<file path="src/rtl/z_buffer_mem.sv">
`default_nettype none
// ============================================================================
// Module   : z_buffer_mem
// Purpose  : Depth-storage responder for the z-buffer request interface.
//            It holds one Z_SIZE depth word per pixel, mapped at BASE_ADDR.
//            Reads are answered after READ_LATENCY cycles and held until the
//            requester handshakes. Writes are accepted in a single cycle.
//            A hardware sweep fills the array with far depth (all ones).
//            The sweep runs after reset and again on each clear_i request.
// Ports    : clk_i, rst_ni      - clock (rising edge), async active-low reset
//            buf_r_w, buf_addr  - request direction (1 = read) and address
//            buf_data_w         - write data
//            buf_data_r         - registered read data
//            data_r_ready/valid - read request level / read data valid
//            data_w_valid/ready - write request / combinational write accept
//            clear_i            - one-cycle pulse requesting a clear sweep
//            clear_busy_o       - clear sweep pending or in progress
//            err_o              - sticky out-of-range flag
// Options  : `define ZMEM_RANGE_ERR_EN to enable the sticky err_o flag.
//            When it is undefined, err_o is tied to 0.
// Revision : 1.0 - initial release
// ============================================================================
module z_buffer_mem #(
  parameter int unsigned                 Z_SIZE       = 8,
  parameter int unsigned                 X_RES        = 4,
  parameter int unsigned                 Y_RES        = 4,
  parameter int unsigned                 DEPTH        = X_RES * Y_RES,
  parameter int unsigned                 IDX_W        = (DEPTH > 1) ? $clog2(DEPTH) : 1,
  parameter int unsigned                 ADDR_SIZE    = 32,
  parameter logic [ADDR_SIZE-1:0]        BASE_ADDR    = '0,
  parameter int unsigned                 READ_LATENCY = 1
) (
  input  logic                 clk_i,
  input  logic                 rst_ni,
  input  logic                 buf_r_w,
  input  logic [ADDR_SIZE-1:0] buf_addr,
  input  logic [Z_SIZE-1:0]    buf_data_w,
  output logic [Z_SIZE-1:0]    buf_data_r,
  input  logic                 data_r_ready,
  output logic                 data_r_valid,
  input  logic                 data_w_valid,
  output logic                 data_w_ready,
  input  logic                 clear_i,
  output logic                 clear_busy_o,
  output logic                 err_o
);

  typedef enum logic [1:0] {
    ST_SWEEP   = 2'd0,
    ST_IDLE    = 2'd1,
    ST_RD_WAIT = 2'd2,
    ST_RD_RESP = 2'd3
  } state_e;

  localparam logic [IDX_W-1:0] LAST_IDX   = IDX_W'(DEPTH - 1);
  // RD_WAIT lasts READ_LATENCY-1 cycles. The counter runs 0..LAT_LAST.
  localparam int               LAT_LAST_I = (READ_LATENCY > 1) ? READ_LATENCY - 2 : 0;
  localparam logic [1:0]       LAT_LAST   = LAT_LAST_I[1:0];

  state_e                 state_q, state_d;
  logic [IDX_W-1:0]       sweep_idx_q, sweep_idx_d;
  logic                   arm_q, arm_d;
  logic                   clear_pend_q, clear_pend_d;
  logic [IDX_W-1:0]       rd_idx_q, rd_idx_d;
  logic                   rd_inr_q, rd_inr_d;
  logic [1:0]             lat_cnt_q, lat_cnt_d;
  logic [Z_SIZE-1:0]      rdata_q, rdata_d;
  logic                   rvalid_q, rvalid_d;

  logic [Z_SIZE-1:0]      mem_q [DEPTH];
  logic                   mem_we;
  logic [IDX_W-1:0]       mem_waddr;
  logic [Z_SIZE-1:0]      mem_wdata;

  logic [ADDR_SIZE-1:0]   addr_off;
  logic                   in_range;
  logic [IDX_W-1:0]       req_idx;
  logic                   rd_accept;
  logic                   wr_commit;

  // Compare the offset instead of BASE_ADDR+DEPTH, so the upper bound
  // cannot overflow at the top of the address space.
  assign addr_off = buf_addr - BASE_ADDR;
  assign in_range = (buf_addr >= BASE_ADDR) && (addr_off < ADDR_SIZE'(DEPTH));
  assign req_idx  = addr_off[IDX_W-1:0];

  // A clear request in IDLE wins over a same-cycle write, so the write is
  // not accepted.
  assign data_w_ready = (state_q == ST_IDLE) && !clear_pend_q && !clear_i;
  assign clear_busy_o = (state_q == ST_SWEEP) || clear_pend_q;
  assign buf_data_r   = rdata_q;
  assign data_r_valid = rvalid_q;

  always_comb begin
    state_d      = state_q;
    sweep_idx_d  = sweep_idx_q;
    clear_pend_d = clear_pend_q;
    rd_idx_d     = rd_idx_q;
    rd_inr_d     = rd_inr_q;
    lat_cnt_d    = lat_cnt_q;
    rdata_d      = rdata_q;
    rvalid_d     = rvalid_q;
    mem_we       = 1'b0;
    mem_waddr    = sweep_idx_q;
    mem_wdata    = '1;
    rd_accept    = 1'b0;
    wr_commit    = 1'b0;

    case (state_q)
      ST_SWEEP: begin
        // clear_i is ignored here. A running sweep is never restarted.
        mem_we = 1'b1;
        if (sweep_idx_q == LAST_IDX) begin
          state_d = ST_IDLE;
        end else begin
          sweep_idx_d = sweep_idx_q + 1'b1;
        end
      end

      ST_IDLE: begin
        if (clear_i || clear_pend_q) begin
          state_d      = ST_SWEEP;
          sweep_idx_d  = '0;
          clear_pend_d = 1'b0;
        end else begin
          wr_commit = data_w_valid && !buf_r_w;
          if (wr_commit && in_range) begin
            mem_we    = 1'b1;
            mem_waddr = req_idx;
            mem_wdata = buf_data_w;
          end
          rd_accept = data_r_ready && buf_r_w && arm_q && !data_w_valid;
          if (rd_accept) begin
            rd_idx_d  = req_idx;
            rd_inr_d  = in_range;
            lat_cnt_d = '0;
            if (READ_LATENCY == 1) begin
              rdata_d  = in_range ? mem_q[req_idx] : '1;
              rvalid_d = 1'b1;
              state_d  = ST_RD_RESP;
            end else begin
              state_d  = ST_RD_WAIT;
            end
          end
        end
      end

      ST_RD_WAIT: begin
        if (clear_i) clear_pend_d = 1'b1;
        if (lat_cnt_q == LAT_LAST) begin
          rdata_d  = rd_inr_q ? mem_q[rd_idx_q] : '1;
          rvalid_d = 1'b1;
          state_d  = ST_RD_RESP;
        end else begin
          lat_cnt_d = lat_cnt_q + 1'b1;
        end
      end

      ST_RD_RESP: begin
        if (clear_i) clear_pend_d = 1'b1;
        if (data_r_ready) begin
          rvalid_d = 1'b0;
          // A clear that arrived during the read starts as soon as the
          // read data has been delivered.
          if (clear_pend_q || clear_i) begin
            state_d      = ST_SWEEP;
            sweep_idx_d  = '0;
            clear_pend_d = 1'b0;
          end else begin
            state_d = ST_IDLE;
          end
        end
      end

      default: state_d = ST_SWEEP;
    endcase
  end

  // Any cycle with data_r_ready low re-arms the read. A held request is
  // serviced only once.
  assign arm_d = !data_r_ready ? 1'b1 : (rd_accept ? 1'b0 : arm_q);

  always_ff @(posedge clk_i or negedge rst_ni) begin
    if (!rst_ni) begin
      state_q      <= ST_SWEEP;
      sweep_idx_q  <= '0;
      arm_q        <= 1'b1;
      clear_pend_q <= 1'b0;
      rd_idx_q     <= '0;
      rd_inr_q     <= 1'b0;
      lat_cnt_q    <= '0;
      rdata_q      <= '0;
      rvalid_q     <= 1'b0;
    end else begin
      state_q      <= state_d;
      sweep_idx_q  <= sweep_idx_d;
      arm_q        <= arm_d;
      clear_pend_q <= clear_pend_d;
      rd_idx_q     <= rd_idx_d;
      rd_inr_q     <= rd_inr_d;
      lat_cnt_q    <= lat_cnt_d;
      rdata_q      <= rdata_d;
      rvalid_q     <= rvalid_d;
    end
  end

  // The storage array has no reset. The sweep rewrites every entry.
  always_ff @(posedge clk_i) begin
    if (mem_we) mem_q[mem_waddr] <= mem_wdata;
  end

`ifdef ZMEM_RANGE_ERR_EN
  logic err_q, err_d;
  // Any entry into SWEEP outside of reset comes from a clear request.
  assign err_d = (state_q != ST_SWEEP && state_d == ST_SWEEP) ? 1'b0 :
                 (err_q | ((rd_accept || wr_commit) && !in_range));
  always_ff @(posedge clk_i or negedge rst_ni) begin
    if (!rst_ni) err_q <= 1'b0;
    else         err_q <= err_d;
  end
  assign err_o = err_q;
`else
  assign err_o = 1'b0;
`endif

endmodule
`default_nettype wire

</file>
<file path="config.mk">
export PLATFORM = sky130hd
export DESIGN_NAME = z_buffer_mem
export DESIGN_NICKNAME = d
export VERILOG_FILES = /design/src/rtl/z_buffer_mem.sv
export SDC_FILE = /design/constraint.sdc
export NUM_CORES = 1
export LEC_CHECK = 0
export BUFFER_PORTS_ARGS = -buffer_cell sky130_fd_sc_hd__buf_2
export CAP_MARGIN = 15
export CORE_ASPECT_RATIO = 1.1
export CORE_UTILIZATION = 42
export DETAILED_ROUTE_END_ITERATION = 7
export PLACE_DENSITY = 0.59
export SETUP_SLACK_MARGIN = 0.3
export SLEW_MARGIN = 20
export SYNTH_ARGS = -nofsm -noshare
export SYNTH_HDL_FRONTEND = slang
export SYNTH_SLANG_ARGS = --single-unit
</file>
<file path="constraint.sdc">
create_clock -name clk_i -period 5.34 [get_ports clk_i]
set_clock_uncertainty 0.05 [all_clocks]
set_input_delay 0.801 -clock clk_i [delete_from_list [all_inputs] [get_ports clk_i]]
set_output_delay 0.801 -clock clk_i [all_outputs]
set_load 0.02 [all_outputs]
</file>
==> results of run 1 <==
[final cells by class]
class | instances | area (um2)
Clock inverter | 14 | 126
Multi-Input combinational cell | 273 | 2850
Fill cell | 1439 | 8530
Sequential cell | 152 | 4450
Inverter | 5 | 18.8
Timing Repair Buffer | 70 | 385
Clock buffer | 18 | 429
Tap cell | 234 | 293
[power breakdown]
group / switching [mW] / leakage, nW / internal [mW]
clock network: 0.477 / 0.261 / 0.643
registers: 0.161 / 1.19 / 1.46
logic: 0.679 / 1.07 / 0.447
total: 1.32 / 2.52 / 2.55
[sequential cells by signal, summed over array words and instances, names as in the netlist, 2 cells and up, named ones only]
name / cells
mem_q: 128
lat_cnt_q: 2
rd_idx_q: 4
sweep_idx_q: 4
buf_data_r: 8
[placed cells by master (no fill, tap or decap), types with 16 or more instances in the layout]
| cell type | count |
|---|---|
| nand2_1 | 25 |
| buf_2 | 56 |
| clkbuf_16 | 17 |
| a21oi_1 | 22 |
| mux4_2 | 48 |
| edfxtp_1 | 128 |
| mux2i_1 | 36 |
| dfrtp_1 | 22 |
| mux2_2 | 20 |
| nor4_2 | 16 |
[critical path, stage by stage]
cell and delay [ps]:
buf_2 100, nor4_1 290, nand4_1 220, nor3_4 690, mux2_1 560, nor4_2 960
[per-stage QoR]
step,cell area (um2),setup WS [ps],hold WS [ps],total power [mW],utilization
2_1_floorplan,7350,1820,389,2.35,-
3_3_place_gp,7990,1260,399,2.75,0.468
3_5_place_dp,7990,1250,405,2.77,0.468
4_1_cts,8550,1670,331,3.89,0.500
5_1_grt,8550,1470,351,4.04,0.500
6_report,8550,1700,323,3.87,0.500
[cells by family after synthesis]
family | Yosys count | share of synthesized area
flip-flops | 152 | 0.605
multiplexers | 106 | 0.230
AND/OR/NAND/NOR | 97 | 0.0758
AO/OA/AOI/OAI | 67 | 0.0642
buffers and inverters | 36 | 0.0214
adder cells (fa/ha/maj) | 2 | 0.00340
other | 1 | 0.000510
[routing by layer]
layer | vias up | GRT usage | routed length (um)
met2 | 212 | 0.363 | 9110
met3 | 30 | 0.0748 | 1480
met4 | 0 | 0.0749 | 442
met5 | - | 0 | 0
li1 | 2014 | - | -
met1 | 2285 | 0.269 | 7420
[path summary, 6_finish.rpt]
| check | from | to | slack (ps) | cells after the start |
|---|---|---|---|---|
| setup / recovery | buf_addr[20] | mem_q[12][7] | 1700 | 6 |
| hold / removal | rst_ni | rd_idx_q[2] | 320 | 1 |
| setup reg to reg | flop | mem_q[12][7] | 1720 | 5 |
| hold reg to reg | arm_q | arm_q | 410 | 2 |
| max in group asynchronous | rst_ni | rd_idx_q[0] | 4500 | 1 |
| min in group clk_i | arm_q | arm_q | 410 | 2 |
==> flow_summary.ini, run 1 <==
[synthesis]
synth_fp_nets = 509
synth_common_cells = edfxtp_1 (128), mux4_2 (48), mux2i_1 (36), nand2_1 (25)
synth.largest_area_cell = edfxtp_1
synth_cell_type_count = 41
synth.ff_latch_count = 152
async_reset_ff_frac = 0.158
synth-edff-count = 128
yosysMostFrequentCell = edfxtp_1
ys_seq_area_frac = 0.605
ys_top_cells_by_area = edfxtp_1 (52%), mux4_2 (15%), dfrtp_1 (7.8%), mux2i_1 (4.9%), mux2_2 (3.1%)
yosys.area.top_type_share = 0.523
postSynthCellCount = 461
netlist_area_mm2 = 0.00735
synth_flop_cell = edfxtp_1
ys_warn_count = 0
syn_area_per_cell_um2 = 15.9

[timing]
tightest_slew_ps = 1080
maxSlewHeadroom = 0.277
period_share = 0.681
max_freq_mhz = 275
hold_viol = 0
maxSlewViolCount = 0
setup_viol = 0
rsz0062_at_grt = no
period_minus_slack_ps = 3640
setup_tns_ps = 0

[global_route]
grt_max_degree = 34
antenna_found_initial = 0
grtUsageTotal = 0.220
grt_pass1_vias = 4751
overflow = 0
grt_pass1_wl_um = 28200

[drt]
ant_nets = 0
vias = 4541
drc = 0
firstDrtPassIters = 5
wirelength_um = 18500
via_per_inst = 5.93
drtIter0Drc = 376
routedWlPerCell_um = 24.1

[placed_design]
place_inst = 734
dp_hpwl_um = 12700
place_congestion = 0.863
io_buffers = 56

[die]
die_x_um = 128
fp-row-count = 50
die_y_um = 141
core_area_mm2 = 0.0171
io_pins = 58
dieArea_mm2 = 0.0180
start_util = 0.430

[power]
power.density_mw_per_mm2 = 453
p_leak_nw = 2.52
ir_worst_vdd_v = 0.000269

[clock_network]
cts_resized = 0
postCtsHoldBufs = 0
cts-buffers-inserted = 17
insertion_delay_ps = 420
h-tree-depth = 4
clk_pin_slew_ps = 60
post_cts_buffers = 0
max-clock-path-buffers = 2
cts_tree = done
clkSinkCount = 152
cts_root_buffer = clkbuf_16

[critical_path]
critical_path_arrival_ps = 3620
crit_type = input port to flop
crit_path_end_kind = flop
startpoint_type = input port
crit_path_max_fanout = 16
cp_data_required_time_ps = 5320

[final_layout]
final_net_count = 567
syn_to_final_growth_pct = 16.3
antennaDiodeCount = 0
instances_no_fill = 766
drive_above_1_share = 0.376

[run_status]
status = completed

[min_path]
hold_path.class = input port to asynchronous set/reset pin

[flow_run]
maxCapViolCount = 0
No activity file was read; power rests on OpenSTA's default activity.
==> inputs of run 2 (changes only) <==
==> constraint.sdc (replaced) <==
create_clock -name clk_i -period 3.5 [get_ports clk_i]
set_clock_uncertainty 0.05 [all_clocks]
set_input_delay 0.525 -clock clk_i [delete_from_list [all_inputs] [get_ports clk_i]]
set_output_delay 0.525 -clock clk_i [all_outputs]
set_load 0.02 [all_outputs]
==> run 2 against run 1 <==
First-iteration DRC count fell by 7.7%. Register-to-register slack got worse by 1200 ps. Clock-buffer cell count rose by 3. Utilization rose by 0.70 points. Critical path type is now flop to flop. Critical endpoint is now mem_q[15][6].
==> flow_summary.ini, run 2 (synthesized netlist as in run 1, its figures left out) <==
[power]
p_comb_frac = 0.291
power_switching_mw = 1.96
internal-power_mw = 3.96
sequentialPowerShare = 0.422
power_mw = 5.92
p_leak_nw = 2.59
p_clk_frac = 0.287
ir_worst_vdd_v = 0.000370
power.density_mw_per_mm2 = 683
netSwitchingFraction = 0.332

[critical_path]
cp_slowest_cell = mux2i_1
crit_chain = nor4b_4 -> nand3b_1 -> nor3_4 -> mux2i_1 -> nor4_2 -> buf_4
critical_path_arrival_ps = 3130
crit_path_max_fanout = 13
path_delay_family = simple AND/OR/NAND/NOR gates
max_stage_delay_ps = 890
crit_type = flop to flop
startpoint_type = flop
crit_path_end_kind = flop
cp_data_required_time_ps = 3630
crit_buf_inv = 1

[drt]
routedWlPerCell_um = 23.4
drtIter0Drc = 347
firstDrtPassIters = 5
wirelength_um = 18300
vias = 4555
via_per_inst = 5.83
drc = 0
ant_nets = 0

[timing]
worst_slack_ps = 509
maxSlewViolCount = 0
period_minus_slack_ps = 2990
maxSlewHeadroom = 0.299
max_freq_mhz = 334
setup_viol = 0
tightest_slew_ps = 1020
hold_slack_ps = 62.3
period_share = 0.855
hold_viol = 0
setup_tns_ps = 0
rsz0062_at_grt = no

[final_layout]
antennaDiodeCount = 0
final_net_count = 582
final_area_mm2 = 0.00867
final_util = 0.507
largest_register_ffs = 128
instances_no_fill = 781
layout_commonest_cell = edfxtp_1
syn_to_final_growth_pct = 17.9
regMostFlops = mem_q
final_cell_mix = edfxtp_1 (128), buf_2 (56), mux4_2 (48)
drive_above_1_share = 0.391

[placed_design]
place_inst = 749
placed_area_mm2 = 0.00812
io_buffers = 56
dp_hpwl_um = 12800
dp_slack_ps = 268
place_congestion = 0.812

[global_route]
grt_pass1_wl_um = 27800
grtUsageTotal = 0.217
antenna_found_initial = 0
overflow = 0
grt_pass1_vias = 4683
grt_max_degree = 34

[clock_network]
clkSinkCount = 152
clk_pin_slew_ps = 60
cts_resized = 0
cts_root_buffer = clkbuf_16
cts-buffers-inserted = 17
max-clock-path-buffers = 2
insertion_delay_ps = 420
cts_tree = done
postCtsHoldBufs = 0
post_cts_buffers = 0
h-tree-depth = 4

[flow_run]
maxCapViolCount = 0

[die]
start_util = 0.430
fp-row-count = 50
core_area_mm2 = 0.0171
die_x_um = 128
die_y_um = 141
dieArea_mm2 = 0.0180
io_pins = 58

[run_status]
status = completed

[min_path]
hold_path.class = input port to asynchronous set/reset pin
[run 2: cell types whose count changed in the layout (fill, tap and decap cells not counted), moves of 2 or more]
cell      delta
clkbuf_1     +2
clkinv_4     -2
buf_4       +14
inv_6        -2
[run 2: power by group through the flow]
stage | Combinational (mW) | Sequential, mW | Clock, mW
finish | 1.72 | 2.50 | 1.70
global route | 1.87 | 2.53 | 1.79
CTS | 1.74 | 2.49 | 1.73
detailed placement | 1.73 | 2.53 | 0
global placement | 1.71 | 2.52 | 0
floorplan | 1.17 | 2.42 | 0
[run 2: cell type report]
cell class	instances	area, um2
fill	1426	8410
sequential	152	4450
multi-input combinational	273	2850
timing repair buffer	85	510
clock buffer	21	450
tap	234	293
clock inverter	11	100
inverter	5	18.8
[run 2: worst paths after layout]
kind / from / end / slack [ps] / cells after the start
hold / removal: rst_ni / sweep_idx_q[0] / 60 / 1
max in group asynchronous: rst_ni / rd_idx_q[0] / 2900 / 1
setup / recovery: state_q[0] / mem_q[15][6] / 510 / 6
min in group clk_i: data_r_ready / arm_q / 240 / 2
hold reg to reg: arm_q / arm_q / 420 / 2
setup reg to reg: state_q[0] / mem_q[15][6] / 510 / 6
[run 2: layer usage]
layer	part of all wire	GRT usage
met2	0.49	0.346
met5	0	0
met4	0.030	0.0947
met3	0.051	0.0383
met1	0.43	0.292
==> inputs of run 3 (changes only) <==
--- a/config.mk
+++ b/config.mk
@@ -10,7 +10,7 @@
 export CORE_ASPECT_RATIO = 1.1
 export CORE_UTILIZATION = 42
 export DETAILED_ROUTE_END_ITERATION = 7
-export PLACE_DENSITY = 0.59
+export PLACE_DENSITY = 0.62
 export SETUP_SLACK_MARGIN = 0.3
 export SLEW_MARGIN = 20
 export SYNTH_ARGS = -nofsm -noshare
==> constraint.sdc (replaced) <==
create_clock -name clk_i -period 2.6 [get_ports clk_i]
set_clock_uncertainty 0.05 [all_clocks]
set_input_delay 0.39 -clock clk_i [delete_from_list [all_inputs] [get_ports clk_i]]
set_output_delay 0.39 -clock clk_i [all_outputs]
set_load 0.02 [all_outputs]
==> run 3 against run 2 <==
Global-route usage rose by 1.3 points. Cell count rose by 3.8%. Clock power rose by 49%. Clock-buffer cell count did not move. Power rose by 54%. Routed wire length rose by 4.9%. Critical endpoint is now mem_q[1][5]. Maximum frequency rose by 19%. Worst hold slack improved by 45 ps. First-iteration DRC count rose by 26%. Sequential share of layout area fell by 4.0 points. Setup slack got worse by 430 ps. Critical path depth rose by 2.
==> flow_summary.ini, run 3 (synthesized netlist as in run 1, its figures left out) <==
[power]
power.density_mw_per_mm2 = 969
power_switching_mw = 3.06
sequentialPowerShare = 0.358
ir_worst_vdd_v = 0.000556
p_comb_frac = 0.363
p_leak_nw = 2.89
internal-power_mw = 6.05
netSwitchingFraction = 0.336
power_mw = 9.11
p_clk_frac = 0.279

[die]
die_y_um = 141
die_x_um = 128
core_area_mm2 = 0.0171
fp-row-count = 50
start_util = 0.430
io_pins = 58
dieArea_mm2 = 0.0180

[critical_path]
startpoint_type = flop
cp_data_required_time_ps = 2690
rr_worst_depth = 8
crit_type = flop to flop
crit_path_max_fanout = 8
crit_end = mem_q[1][5]
reg2reg_slack_ps = 80
critical_path_arrival_ps = 2610
crit_path_end_kind = flop
r2r-end = mem_q[1][5]

[timing]
period_share = 0.970
hold_slack_ps = 107
rsz0062_at_grt = yes
maxSlewHeadroom = 0.553
period_minus_slack_ps = 2520
setup_viol = 0
max_freq_mhz = 396
tightest_slew_ps = 671
hold_viol = 0
maxSlewViolCount = 0

[global_route]
overflow = 0
grtUsageTotal = 0.229
grt_max_degree = 34
grt_pass1_wl_um = 29400
antenna_found_initial = 0
grt_pass1_vias = 5007

[drt]
ant_nets = 0
firstDrtPassIters = 5
via_per_inst = 5.87
drc = 0
wirelength_um = 19200
vias = 4757
drtIter0Drc = 436
routedWlPerCell_um = 23.6

[clock_network]
cts_root_buffer = clkbuf_16
cts_tree = done
clkSinkCount = 152
clk_pin_slew_ps = 60
max-clock-path-buffers = 2
insertion_delay_ps = 430
h-tree-depth = 4
cts-buffers-inserted = 17

[placed_design]
placed_area_mm2 = 0.00866
place_congestion = 0.841
io_buffers = 56
dp_hpwl_um = 13000

[final_layout]
largest_register_ffs = 128
final_cell_mix = edfxtp_1 (128), buf_2 (56), mux4_2 (48)
layout_commonest_cell = edfxtp_1
nFillCells = 1306
drive_above_1_share = 0.442
final_area_mm2 = 0.00941
regMostFlops = mem_q
syn_to_final_growth_pct = 28.0
antennaDiodeCount = 0
multi_input_comb_area_mm2 = 0.00305
final_net_count = 612
regArea_mm2 = 0.00445

[flow_run]
maxCapViolCount = 0

[min_path]
hold_path.class = input port to flop

[run_status]
status = completed
run 3: cell count changes in the layout (fill, tap and decap cells not counted), moves of 3 or more:
cell	previous run	this run
nor4_4	0	16
mux2i_4	0	3
or2b_2	0	5
buf_12	1	18
buf_6	0	10
nor4_2	16	0
mux2i_1	36	33
mux2_4	0	3
or2b_1	6	1
run 3: cell type report:
cell class,count,share of cell area
tap,234,0.0311
multi-input combinational,273,0.324
sequential,152,0.473
inverter,5,0.00200
clock buffer,21,0.0490
clock inverter,11,0.0157
timing repair buffer,115,0.105
run 3: per-stage QoR:
step                 util  setup TNS [ps]  cells  worst slack (ps)
finish              0.551               0    811              76.8
global route        0.551           -21.1    811             -7.59
CTS                 0.549               0    809              78.8
detailed placement  0.507          -15580    770              -159
global placement    0.507          -13690    770              -143
floorplan               -          -26340    461              -226
run 3: per-layer routing:
layer / up-vias / global-route usage / share of wire
met4: 0 / 0.100 / 0.030
met5: - / 0 / 0
met3: 35 / 0.0417 / 0.050
met1: 2440 / 0.293 / 0.41
met2: 179 / 0.382 / 0.50
li1: 2103 / - / -
run 3: how the worst min path moves through the flow:
stage | start | to | slack, ps | depth (start not counted)
6_report | data_r_ready | arm_q | 110 | 2
2_1_floorplan | rst_ni | asynchronous set/reset pin | 40 | 0
3_3_place_gp | rst_ni | clear_pend_q | 380 | 1
5_1_grt | data_r_ready | arm_q | 110 | 2
3_5_place_dp | rst_ni | sweep_idx_q[3] | 380 | 1
4_1_cts | data_r_ready | arm_q | 90 | 2
run 3: what timing repair did:
item	CTS	global route
hold buffers	1	0
endpoints found under the hold margin	23	0
pin swaps	8	3
gates resized for setup	11	8
setup endpoints to repair	128	198
setup buffers	6	2
run 3: power groups by stage:
stage | combinational (mW) | clock [mW] | sequential (mW)
2_1_floorplan | 2.00 | 0 | 3.26
3_3_place_gp | 3.12 | 0 | 3.28
3_5_place_dp | 3.19 | 0 | 3.29
4_1_cts | 3.31 | 2.57 | 3.25
5_1_grt | 3.52 | 2.66 | 3.30
6_report | 3.31 | 2.54 | 3.26
run 3: worst max-delay path: stages (launching register included):
cell and delay, ps:
dfrtp_1 400, nor4b_4 320, nand3b_1 160, nor3_4 210
buf_12 160, mux2_4 400, buf_4 180, nor4_4 180
buf_12 180
